`config.mk`:
```
export PLATFORM = sky130hd
export DESIGN_NAME = fetch_unit
export DESIGN_NICKNAME = d
export VERILOG_FILES = /design/src/rtl/fetch_unit.sv
export SDC_FILE = /design/constraint.sdc
export NUM_CORES = 1
export LEC_CHECK = 0
export ABC_AREA = 1
export BUFFER_PORTS_ARGS = -buffer_cell sky130_fd_sc_hd__buf_4
export CELL_PAD_IN_SITES_DETAIL_PLACEMENT = 0
export CELL_PAD_IN_SITES_GLOBAL_PLACEMENT = 1
export CORE_MARGIN = 8
export CORE_UTILIZATION = 44
export CTS_CLUSTER_SIZE = 40
export DETAILED_ROUTE_END_ITERATION = 6
export GPL_TIMING_DRIVEN = 0
export PLACE_DENSITY = 0.9
export SLEW_MARGIN = 15
export SYNTH_ARGS = -nofsm -noshare
export SYNTH_HDL_FRONTEND = slang
export SYNTH_SLANG_ARGS = --single-unit
export TNS_END_PERCENT = 1
```
`constraint.sdc`:
```
create_clock -name clk -period 10.2 [get_ports clk]
set_clock_uncertainty 0.1 [all_clocks]
set_input_delay 2.04 -clock clk [delete_from_list [all_inputs] [get_ports clk]]
set_output_delay 2.04 -clock clk [all_outputs]
set_load 0.01 [all_outputs]
```
`src/rtl/fetch_unit.sv`:
```
// fetch_unit: instruction-fetch front end. Owns the PC, addresses the
// instruction memory, captures the same-cycle read data and queues
// {pc, inst} pairs in a DEPTH-entry FIFO drained by decode (valid/ready).
// A redirect flushes the FIFO and reloads the PC.
// Optional macro FETCH_MISALIGN_TRAP_EN: a misaligned redirect target raises
// fetch_fault and halts fetch until an aligned redirect or reset.
module fetch_unit #(
  parameter logic [31:0] RESET_PC = 32'h0000_0000,
  parameter int          DEPTH    = 2
) (
  input  logic                       clk,
  input  logic                       rst,
  output logic [31:0]                imem_addr,
  input  logic [31:0]                imem_rdata,
  input  logic                       redirect_valid,
  input  logic [31:0]                redirect_target,
  output logic                       inst_valid,
  input  logic                       inst_ready,
  output logic [31:0]                inst_data,
  output logic [31:0]                inst_pc,
  output logic [$clog2(DEPTH):0]     buf_count
`ifdef FETCH_MISALIGN_TRAP_EN
  ,
  output logic                       fetch_fault
`endif
);

  localparam int AW = $clog2(DEPTH);
  localparam int CW = AW + 1;

  typedef struct packed {
    logic [31:0] pc;
    logic [31:0] inst;
  } entry_t;

  entry_t          mem [DEPTH];
  logic [AW-1:0]   head, tail;
  logic [CW-1:0]   count;
  logic [31:0]     pc;
  logic            halted;
  logic            pop, push;

`ifdef FETCH_MISALIGN_TRAP_EN
  logic fault;
  assign halted      = fault;
  assign fetch_fault = fault;
`else
  assign halted = 1'b0;
`endif

  assign imem_addr  = pc;
  assign inst_valid = (count != '0);
  assign buf_count  = count;
  assign inst_data  = inst_valid ? mem[head].inst : 32'h0;
  assign inst_pc    = inst_valid ? mem[head].pc   : 32'h0;

  // A full buffer can still take a new word when the head leaves this cycle.
  assign pop  = inst_valid & inst_ready;
  assign push = ~rst & ~redirect_valid & ~halted & ((count < CW'(DEPTH)) | pop);

  // Buffer storage: entries are only observed while counted, so no reset.
  always_ff @(posedge clk) begin
    if (push) mem[tail] <= '{pc: pc, inst: imem_rdata};
  end

  // PC, pointers and occupancy; reset beats redirect beats normal flow.
  always_ff @(posedge clk) begin
    if (rst) begin
      pc    <= RESET_PC;
      head  <= '0;
      tail  <= '0;
      count <= '0;
`ifdef FETCH_MISALIGN_TRAP_EN
      fault <= 1'b0;
`endif
    end else if (redirect_valid) begin
      head  <= '0;
      tail  <= '0;
      count <= '0;
`ifdef FETCH_MISALIGN_TRAP_EN
      if (redirect_target[1:0] != 2'b00) begin
        fault <= 1'b1;
        pc    <= redirect_target;
      end else begin
        fault <= 1'b0;
        pc    <= redirect_target;
      end
`else
      pc <= {redirect_target[31:2], 2'b00};
`endif
    end else begin
      if (push) begin
        tail <= tail + 1'b1;
        pc   <= pc + 32'd4;
      end
      if (pop) head <= head + 1'b1;
      if (push && !pop)      count <= count + CW'(1);
      else if (pop && !push) count <= count - CW'(1);
    end
  end

endmodule

```
==> flow_summary.toml <==
[synth]
yosysWarnings = 0
yosysUniqueCellTypes = 39
yosys.area.top_type = "edfxtp_1"
yosysTopAreaCellShare = 0.531
synth_adder_area_share = 0.00357
async_reset_ff_frac = 0
ys_top_cells_by_area = "edfxtp_1 53%, nand2_1 13%, dfxtp_1 10%"
synthCells = 731
synth.area.mux_share = 0
synthTopCellsByCount = "242 x nand2_1, 124 x edfxtp_1, 93 x a21oi_1"
synth-compound-area-share = 0.0982
synth_seq_area_share = 0.631
synth_edf_count = 124
syn_area_mm2 = 0.00701
avgSynthCellArea_um2 = 9.59
synthFlopType = "edfxtp_1"
synth_xor_area_frac = 0.00125
yosysMostFrequentCell = "nand2_1"
synthSimpleGateAreaFrac = 0.218
synth_seq_cells = 159
synth_top_family_by_area = "simple AND/OR/NAND/NOR gates"

[finish]
final_util = 0.585
fin_area_mm2 = 0.00919
antenna_cells = 0
fin_nets = 986
syn_to_final_growth_pct = 31.1
drive_above_1_share = 0.251

[cts]
clockBufferDepth = 2
path_clk_slew_ns = 0.06
postCtsSetupRepairBufs = 0
htree_levels = 4
post_cts_hold_buffer_count = 0
post_cts_resized = 0
cts_tree = "done"
cts_buffers = 17
clock_sinks = 159
clockRootBuffer = "clkbuf_16"
clock_latency_ns = 0.42

[sta]
fmax_mhz = 231
worst_slew_pin_slew_ns = 0.823
final_hold_viol_count = 0
rsz0062_at_grt = "false"
finalCritPeriodShare = 0.425
finalMaxSlewViolations = 0
finalSetupViolCount = 0
fin_crit_ns = 4.33
tns_ns = 0
slew_headroom = 0.449

[power]
powerDensity_mw_per_mm2 = 167
p_leak_nw = 3.58
irDropWorstVdd_uv = 121

[routing]
drtPass1Iterations = 5
wl_per_cell_um = 16.6
drtIter0Drc = 364
via_per_inst = 4.99
wl_um = 19100
ant_nets = 0
drc = 0
vias = 5709

[floorplan]
rows = 46
die_x_um = 142
start_util = 0.446
dieHeight_um = 142
io_pins = 167
core_mm2 = 0.0157
die_area_mm2 = 0.0202

[critical_path]
ff2ff_setup_slack_ns = 8.06
critPathCapture = "inst_data[25]"
rr_worst_depth = 8
slowest_delay_ns = 0.64
r2r-start = "buf_count[1]"
crit_path_end_kind = "primary output"
startpoint_type = "register"
worstPathArrival_ns = 2.19
reg2reg_to = "buf_count[1]"
path_cells = "nor2_1, clkbuf_1, a21oi_1, buf_4"
critPathRequiredTime_ns = 8.06
critical_path_class = "reg2out"
crit_fanout = 10
crit_start = "buf_count[1]"
crit_slowest_cell = "nor2_1"

[grt]
grt_pass1_wl_um = 29700
grt_usage = 0.192
antenna_found_initial = 0
grt_pass1_vias = 5633
grt_max_degree = 29
grt_overflow = 0

[placed_design]
placed_area_mm2 = 0.00859
place_hpwl_um = 13900
gp_congestion = 0.874
portBuffers = 159

[hold_path]
hold_path.class = "reg2reg"

[outcome]
status = "finished, final reports clean"

[job]
cap_viol_max_count = 0
[per-stage QoR]
stage | std cells | total power, mW | hold WS, ns | setup slack (ns)
after floorplan | 734 | 0.835 | 0.325 | 4.39
after global placement | 1109 | 0.920 | 0.334 | 2.91
after detailed placement | 1113 | 0.925 | 0.345 | 6.24
after CTS | 1145 | 1.55 | 0.354 | 5.78
after global routing | 1145 | 1.59 | 0.393 | 5.65
final | 1145 | 1.53 | 0.356 | 5.87
[where the power goes]
part / internal [mW] / switching, mW
registers: 0.726 / 0.0233
logic: 0.0717 / 0.0893
clock network: 0.371 / 0.251
total: 1.17 / 0.364
[state kept, by name (all words and copies together) (netlist names), named ones only]
name	cells
buf_count	2
mem	124
tail	1
head	1
imem_addr	30
[logic make-up (layout without fill, tap and decap cells)]
family | after synthesis | in the layout
adder cells (fa/ha/maj) | 2 | 2
AO/OA/AOI/OAI | 126 | 126
XOR/XNOR | 1 | 1
other | 1 | 4
AND/OR/NAND/NOR | 368 | 368
buffers and inverters | 74 | 269
flip-flops | 159 | 159
[worst max-delay path, delay by kind of cell (launching register included)]
kind,cells,cell delay [ns]
buf+inv,2,0.70
simple gates,1,0.64
flops,1,0.33
compound gates,1,0.11
[layout make-up]
class / instances / area, µm²
flip-flops and latches: 159 / 4420
plain buffers: 36 / 183
well taps: 216 / 270
clock inverters: 11 / 101
inverters: 38 / 145
fillers: 1406 / 6530
repair buffers: 163 / 1290
multi-input cells: 501 / 2280
clock buffers: 21 / 492
[per-layer routing]
metal	vias to the layer above	global-route usage	routed length [µm]
met5	-	0	0
met4	0	0.0712	264
met3	19	0.0453	1360
met2	195	0.318	9220
met1	2661	0.240	8220
li1	2834	-	-
[placed cells by master (no fill, tap or decap), types with 2 or more instances in the layout]
cell type  count
a211oi_1       2
conb_1         4
clkinv_4       4
o22ai_1        5
nand3_1       31
o21ai_0       13
buf_4        165
inv_1         32
clkinv_2       3
a31oi_1        2
o21a_1         2
nand2_1      242
edfxtp_1     124
a21oi_1       93
clkbuf_1      22
nor2_1        66
buf_1          3
inv_4          3
a22oi_1        3
inv_2          4
buf_12         2
buf_16         2
o31ai_1        2
clkbuf_8       3
buf_2          2
o211ai_1       2
buf_6          3
clkbuf_16     18
dfxtp_1       35
nor2_4         7
nor2_2         5
ha_1           2
nor3_1         5
nand2_2        4
nand4_1        2
[worst min path at each step]
stage	startpoint	end	slack [ns]	depth (start not counted)
after floorplan	head	register	0.33	1
after global placement	head	head	0.33	1
after detailed placement	head	register	0.34	1
after CTS	head	register	0.35	1
after global routing	head	head	0.39	1
final	head	head	0.36	1
(Power assumes the default switching activity.)
